### config.mk
export PLATFORM = sky130hd
export DESIGN_NAME = fifo_uart_tx
export DESIGN_NICKNAME = d
export VERILOG_FILES = /design/src/rtl/fifo_uart_tx.sv
export SDC_FILE = /design/constraint.sdc
export NUM_CORES = 1
export LEC_CHECK = 0
export CAP_MARGIN = 30
export CORE_MARGIN = 1
export CORE_UTILIZATION = 30
export DETAILED_ROUTE_END_ITERATION = 16
export HOLD_SLACK_MARGIN = 0.05
export PLACE_DENSITY = 0.54
export SYNTH_ARGS = -nofsm -noshare
export SYNTH_HDL_FRONTEND = slang
export SYNTH_SLANG_ARGS = --single-unit
### constraint.sdc
create_clock -name clk -period 2 [get_ports clk]
set_input_delay 0.3 -clock clk [delete_from_list [all_inputs] [get_ports clk]]
set_output_delay 0.3 -clock clk [all_outputs]
set_load 0.02 [all_outputs]
### src/rtl/fifo_uart_tx.sv
// fifo_uart_tx
//   Drains the byte FIFO from its read side. Whenever the FIFO holds data and
//   transmission is enabled, it pops one byte and sends it as an 8N1 UART
//   frame, LSB first. Frames go back-to-back with a single load cycle between
//   them while bytes remain queued.
//
// Parameters
//   BAUD_DIV   clocks per bit, 2..65535 (434 = 50 MHz / 115200)
// Ports
//   clk        system clock
//   rst_n      asynchronous active-low reset
//   tx_en      permits starting new frames; never aborts one in progress
//   fifo_empty FIFO empty flag
//   fifo_data  FIFO head entry, valid while fifo_empty is low
//   fifo_r_en  pop strobe, one-cycle registered pulse (LOAD state)
//   tx         serial line, idle high, registered
//   tx_busy    high in every state except IDLE
//   tx_done    one-cycle pulse on the last cycle of each stop bit
module fifo_uart_tx #(
   parameter int BAUD_DIV = 434
) (
   input  logic       clk,
   input  logic       rst_n,
   input  logic       tx_en,
   input  logic       fifo_empty,
   input  logic [7:0] fifo_data,
   output logic       fifo_r_en,
   output logic       tx,
   output logic       tx_busy,
   output logic       tx_done
);

   localparam logic [15:0] BAUD_LAST = 16'(BAUD_DIV - 1);
   // tx_done is registered, so it is raised one cycle ahead of the terminal count
   localparam logic [15:0] BAUD_PRE  = 16'(BAUD_DIV - 2);

   typedef enum logic [2:0] {IDLE, LOAD, START, DATA, STOP} state_t;

   state_t      r_state;
   logic [15:0] r_baud_cnt;
   logic [2:0]  r_bit_cnt;
   logic [7:0]  r_shift;
   logic        r_tx;
   logic        r_fifo_r_en;
   logic        r_busy;
   logic        r_done;

   logic w_baud_term;
   logic w_can_start;

   assign w_baud_term = (r_baud_cnt == BAUD_LAST);
   assign w_can_start = tx_en & ~fifo_empty;

   always_ff @(posedge clk or negedge rst_n) begin
      if (!rst_n) begin
         r_state     <= IDLE;
         r_baud_cnt  <= 16'd0;
         r_bit_cnt   <= 3'd0;
         r_shift     <= 8'd0;
         r_tx        <= 1'b1;
         r_fifo_r_en <= 1'b0;
         r_busy      <= 1'b0;
         r_done      <= 1'b0;
      end else begin
         r_fifo_r_en <= 1'b0;
         r_done      <= 1'b0;
         case (r_state)
            IDLE: begin
               r_tx <= 1'b1;
               if (w_can_start) begin
                  r_state     <= LOAD;
                  r_fifo_r_en <= 1'b1;
                  r_busy      <= 1'b1;
               end
            end
            LOAD: begin
               // FIFO pops on this same edge, so fifo_data is still the head
               r_shift    <= fifo_data;
               r_baud_cnt <= 16'd0;
               r_bit_cnt  <= 3'd0;
               r_tx       <= 1'b0;
               r_state    <= START;
            end
            START: begin
               if (w_baud_term) begin
                  r_baud_cnt <= 16'd0;
                  r_tx       <= r_shift[0];
                  r_state    <= DATA;
               end else begin
                  r_baud_cnt <= r_baud_cnt + 16'd1;
               end
            end
            DATA: begin
               if (w_baud_term) begin
                  r_baud_cnt <= 16'd0;
                  r_shift    <= {1'b0, r_shift[7:1]};
                  if (r_bit_cnt == 3'd7) begin
                     r_tx    <= 1'b1;
                     r_state <= STOP;
                  end else begin
                     r_bit_cnt <= r_bit_cnt + 3'd1;
                     r_tx      <= r_shift[1];
                  end
               end else begin
                  r_baud_cnt <= r_baud_cnt + 16'd1;
               end
            end
            STOP: begin
               r_tx <= 1'b1;
               if (r_baud_cnt == BAUD_PRE) r_done <= 1'b1;
               if (w_baud_term) begin
                  r_baud_cnt <= 16'd0;
                  if (w_can_start) begin
                     r_state     <= LOAD;
                     r_fifo_r_en <= 1'b1;
                  end else begin
                     r_state <= IDLE;
                     r_busy  <= 1'b0;
                  end
               end else begin
                  r_baud_cnt <= r_baud_cnt + 16'd1;
               end
            end
            default: begin
               r_state <= IDLE;
               r_tx    <= 1'b1;
               r_busy  <= 1'b0;
            end
         endcase
      end
   end

   assign fifo_r_en = r_fifo_r_en;
   assign tx        = r_tx;
   assign tx_busy   = r_busy;
   assign tx_done   = r_done;

endmodule
==> results.json, run 1 <==
{
  "cap_violations": 0,
  "syn_avg_cell_area_um2": 9.47,
  "dr.pass1.iters": 4,
  "fin_ws_ps": 155,
  "cp_num_buf_inv": 2,
  "yosysWarnings": 0,
  "clkSinkCount": 34,
  "dp_hpwl_um": 2950,
  "routedWlPerCell_um": 14.8,
  "maxSlewViolCount": 0,
  "yosysUniqueCellTypes": 47,
  "nNetsFinal": 243,
  "cp.arrival_ps": 2010,
  "start_kind": "flop",
  "worst_ep_required_time_ps": 2160,
  "slowest_stage": "dfrtp_1",
  "final_common_cell": "dfrtp_1",
  "synth_edf_count": 0,
  "seqCellArea_um2": 852,
  "multi_input_area_mm2": 0.00102,
  "finalClockSkew_ps": 8.26,
  "cts_tree": "built",
  "synth_flop_cell": "dfrtp_1",
  "clk_latency_ps": 290,
  "cts.path.max_buffers": 2,
  "hold_class": "in -> async",
  "fp.dieW_um": 82.6,
  "syn_inst": 206,
  "clkSlewWorstSetupHoldPaths_ps": 70,
  "layout_min_cycle_time_ps": 1850,
  "drc": 0,
  "r2r-end": "r_baud_cnt[9]",
  "fp.dieH_um": 82.6,
  "portBuffers": 15,
  "path_delay_family": "simple AND/OR/NAND/NOR gates",
  "setup_viol": 0,
  "p_per_area_mw_per_mm2": 585,
  "r2r_slack_ps": 150,
  "antenna_found_initial": 0,
  "cts_root_buf": "clkbuf_8",
  "cp-end-kind": "flop",
  "numCtsBuffers": 5,
  "grtUsageTotal": 0.149,
  "clock.fmax_ghz": 0.542,
  "timing.setup.tns_ps": 0,
  "seq_area_frac_synth": 0.437,
  "synthArstFlopShare": 1.00,
  "status": "finished clean",
  "grt_pass1_vias": 1559,
  "reg2reg_from": "r_baud_cnt[1]",
  "grt_setup_unrepaired": "false",
  "ir_worst_vdd_mv": 0.238,
  "rows": 29,
  "h-tree-depth": 2,
  "viasPerCell": 5.48,
  "gp_congestion": 0.834,
  "post-cts-setup-buffers": 0,
  "path_class": "reg -> reg",
  "drt-initial-drc-count": 91,
  "final_layout_size_suffix_gt1_frac": 0.110,
  "grt_pass1_wl_um": 7610,
  "fill_cells": 661,
  "die-area_mm2": 0.00683,
  "leakage_nw": 0.938,
  "io_pins": 16,
  "crit_chain": "inv_1 > ha_1 > nor3b_1 > nand4_2 > buf_4 > a21oi_1 > a21oi_1",
  "report.power.total_mw": 1.36,
  "core_region_area_mm2": 0.00631,
  "mappedNetlistArea_mm2": 0.00195,
  "critPathMaxFanout": 19,
  "min_period_over_period": 0.923,
  "hold_viol_final": 0,
  "worst_slew_pin_slew_ps": 468,
  "antennaDiodeCount": 0,
  "syn-num-nets": 223,
  "ant_nets": 0,
  "ys_seq_elements": 34,
  "grt_overflow": 0,
  "relSlewSlack": 0.688,
  "area_delta_synth_final_pct": 18.9,
  "slowest_delay_ps": 410,
  "initial_utilization": 0.309,
  "vias": 1667,
  "pre_cts_slack_ps": 146,
  "crit_top_cell": "a21oi_1",
  "cts_hold_buf": 0,
  "drt-total-wl_um": 4500,
  "r2r_cells": 7,
  "cts_resized": 0,
  "final_cell_mix": "33 x dfrtp_1, 21 x nand2_1, 16 x a21oi_1, 15 x clkdlybuf4s50_1, 11 x nand3_1",
  "grt_max_degree": 35
}
where the power goes:
group	total (mW)	leakage [nW]	internal (mW)	switching (mW)
Clock	0.629	0.0579	0.367	0.263
Combinational	0.0395	0.426	0.0213	0.0181
Sequential	0.689	0.454	0.688	0.000344
cell usage after synthesis (5+ instances only):
cell       n  area, um^2
dfrtp_1   33         826
ha_1       5        62.6
mux2i_1    8        80.1
nand2b_1   7        43.8
a31oi_1    9        56.3
or3_1      5        31.3
a21oi_1   16        80.1
o22ai_1    9        56.3
o211ai_1   5        37.5
buf_2      6        30.0
o21ai_0    8        40.0
inv_1      9        33.8
nand3_1   11        55.1
nand2_1   21        78.8
registers in the layout (all words and copies together) (netlist names):
register,cells
tx_done,1
r_bit_cnt,3
tx_busy,1
r_baud_cnt,16
r_shift,8
r_state,3
tx,1
fifo_r_en,1
cells by family (layout without fill, tap and decap cells):
kind of cell | count (synthesis) | after routing | share of synthesized area
and+or+nand+nor | 74 | 74 | 0.224
AOI/OAI and AO/OA | 65 | 65 | 0.219
DFF | 34 | 34 | 0.437
buffers and inverters | 19 | 40 | 0.0410
muxes | 9 | 9 | 0.0468
adders and majority gates | 5 | 5 | 0.0321
layout make-up:
type,instances,area share
clock inverter,3,0.0173
inverter,9,0.0146
sequential,34,0.367
multi-input combinational,153,0.439
timing repair buffer,23,0.0906
clock buffer,5,0.0297
tap,77,0.0415
layer usage:
layer  vias to the layer above  GRT usage  routed length (um)
met5                         -          0                   0
met4                         0     0.0483                  64
li1                        826          -                   -
met2                        23      0.217                1970
met1                       812      0.212                2320
met3                         6     0.0385                 142
per-stage QoR:
| stage | hold WS (ps) | utilization | instance area, um^2 | cells |
|---|---|---|---|---|
| floorplan | 4.41 | - | 1950 | 206 |
| global placement | 496 | 0.350 | 2210 | 296 |
| detailed placement | 504 | 0.350 | 2210 | 296 |
| CTS | 458 | 0.367 | 2320 | 304 |
| global route | 480 | 0.367 | 2320 | 304 |
| finish | 432 | 0.367 | 2320 | 304 |
worst max-delay path by stage:
stage                             start        endpoint  cells past startpoint
after CTS                 r_baud_cnt[1]   r_baud_cnt[9]                      7
after global placement    r_baud_cnt[1]    r_bit_cnt[0]                      6
after floorplan           r_baud_cnt[1]    r_bit_cnt[0]                      6
final                     r_baud_cnt[1]   r_baud_cnt[9]                      7
after global routing      r_baud_cnt[1]  r_baud_cnt[13]                      7
after detailed placement  r_baud_cnt[1]  r_baud_cnt[13]                      7
(Power assumes the default switching activity.)
==> run 2, diff against run 1 <==
Settings changed: CTS_CLUSTER_DIAMETER from default to 150, SETUP_SLACK_MARGIN from default to 0.02, SLEW_MARGIN from default to 20.
==> run 2 against run 1 <==
  * Clock power hardly changed
  * Global-route usage unchanged
  * Design area rose by 0.16%
  * Worst hold slack got worse by 1.0 ps
  * Power about the same
  * Via count decreased by 0.54%
  * Critical endpoint is now r_bit_cnt[0]
==> results.json, run 2 (synthesized netlist as in run 1, its figures left out) <==
{
  "path_class": "reg -> reg",
  "cap_violations": 0,
  "numCtsBuffers": 5,
  "io_pins": 16,
  "setup_viol": 0,
  "gp_congestion": 0.834,
  "initial_utilization": 0.309,
  "cp-end-kind": "flop",
  "status": "finished clean",
  "reg2reg_from": "r_baud_cnt[1]",
  "hold_class": "in -> async",
  "area_delta_synth_final_pct": 19.1,
  "clkSlewWorstSetupHoldPaths_ps": 70,
  "path_delay_family": "simple AND/OR/NAND/NOR gates",
  "ant_nets": 0,
  "critPathMaxFanout": 5,
  "worst_slew_pin_slew_ps": 466,
  "cts_hold_buf": 0,
  "critical_path_depth": 6,
  "grt_setup_unrepaired": "false",
  "slowest_stage": "or3_1",
  "final_common_cell": "dfrtp_1",
  "grt_max_degree": 35,
  "cts_resized": 0,
  "drc": 0,
  "h-tree-depth": 2,
  "nNetsFinal": 243,
  "p_per_area_mw_per_mm2": 584,
  "r2r_slack_ps": 160,
  "r2r-end": "r_bit_cnt[0]",
  "cts_root_buf": "clkbuf_8",
  "layout_min_cycle_time_ps": 1840,
  "cts_tree": "built",
  "cts.path.max_buffers": 2,
  "die-area_mm2": 0.00683,
  "clock.fmax_ghz": 0.543,
  "hold_viol_final": 0,
  "routedWlPerCell_um": 14.8,
  "fp.dieH_um": 82.6,
  "report.power.total_mw": 1.36,
  "maxSlewViolCount": 0,
  "drt-total-wl_um": 4500,
  "timing.setup.tns_ps": 0,
  "dr.pass1.iters": 4,
  "grt_overflow": 0,
  "regMostFlops": "r_baud_cnt",
  "cp.arrival_ps": 2040,
  "min_period_over_period": 0.920,
  "final_layout_size_suffix_gt1_frac": 0.115,
  "clk_latency_ps": 290,
  "r2r_cells": 6,
  "grt_pass1_wl_um": 7610,
  "core_region_area_mm2": 0.00631,
  "final_cell_mix": "33 x dfrtp_1, 21 x nand2_1, 15 x a21oi_1, 15 x clkdlybuf4s50_1, 11 x nand3_1",
  "leakage_nw": 0.938,
  "dp_hpwl_um": 2950,
  "ir_worst_vdd_mv": 0.238,
  "crit_chain": "inv_1 > ha_1 > nor3b_1 > nand4_2 > or3_1 > o311ai_2",
  "relSlewSlack": 0.689,
  "cp_num_buf_inv": 1,
  "start_kind": "flop",
  "fp.dieW_um": 82.6,
  "vias": 1658,
  "drt-initial-drc-count": 76,
  "grt_pass1_vias": 1559,
  "finalClockSkew_ps": 7.99,
  "worst_ep_required_time_ps": 2200,
  "clkSinkCount": 34,
  "viasPerCell": 5.45,
  "rows": 29,
  "post-cts-setup-buffers": 0,
  "cp-startpoint": "r_baud_cnt[1]",
  "portBuffers": 15,
  "antenna_found_initial": 0,
  "grtUsageTotal": 0.149,
  "crit_end": "r_bit_cnt[0]",
  "antennaDiodeCount": 0,
  "top_regs": "r_baud_cnt (16), r_shift (8)",
  "largest_register_ffs": 16,
  "slowest_delay_ps": 440
}
-- run 2: cell counts in the layout (fill, tap and decap cells not counted) --
Identical to the previous run, type by type.
-- run 2: layer usage --
metal | vias up | share of wire | GRT usage
li1 | 826 | - | -
met1 | 799 | 0.52 | 0.212
met2 | 26 | 0.43 | 0.217
met3 | 7 | 0.033 | 0.0385
met4 | 0 | 0.016 | 0.0483
met5 | - | 0 | 0
-- run 2: area by class of cell --
cell class                 instances  area, um^2
clock buffer                       5        68.8
clock inverter                     3        40.0
fill                             659        3990
inverter                           9        33.8
multi-input combinational        153        1020
sequential                        34         852
tap                               77        96.3
timing repair buffer              23         210
-- run 2: worst min-delay path by stage --
stage               cells after the start  slack [ps]       endpoint          start
floorplan                               0           4      fifo_r_en          rst_n
global placement                        2         500     r_shift[7]     r_shift[7]
detailed placement                      1         500  r_baud_cnt[6]  r_baud_cnt[6]
CTS                                     2         460     r_shift[3]          rst_n
global route                            2         480     r_shift[5]          rst_n
finish                                  2         430     r_shift[6]          rst_n
-- run 2: where the power goes --
part | internal, mW | total, mW | switching (mW) | leakage, nW
combinational | 0.0213 | 0.0394 | 0.0181 | 0.426
clock | 0.367 | 0.630 | 0.263 | 0.0579
sequential | 0.688 | 0.689 | 0.000344 | 0.454
total | 1.08 | 1.36 | 0.281 | 0.938
-- run 2: through the flow --
| step | hold WS, ps | cells | cell area [um^2] | utilization | worst slack [ps] |
|---|---|---|---|---|---|
| after CTS | 458 | 304 | 2320 | 0.367 | 142 |
| after global placement | 496 | 296 | 2210 | 0.350 | 208 |
| after detailed placement | 504 | 296 | 2210 | 0.350 | 146 |
| final | 431 | 304 | 2320 | 0.368 | 160 |
| after floorplan | 4.41 | 206 | 1950 | - | 285 |
| after global routing | 480 | 304 | 2320 | 0.368 | 37.7 |
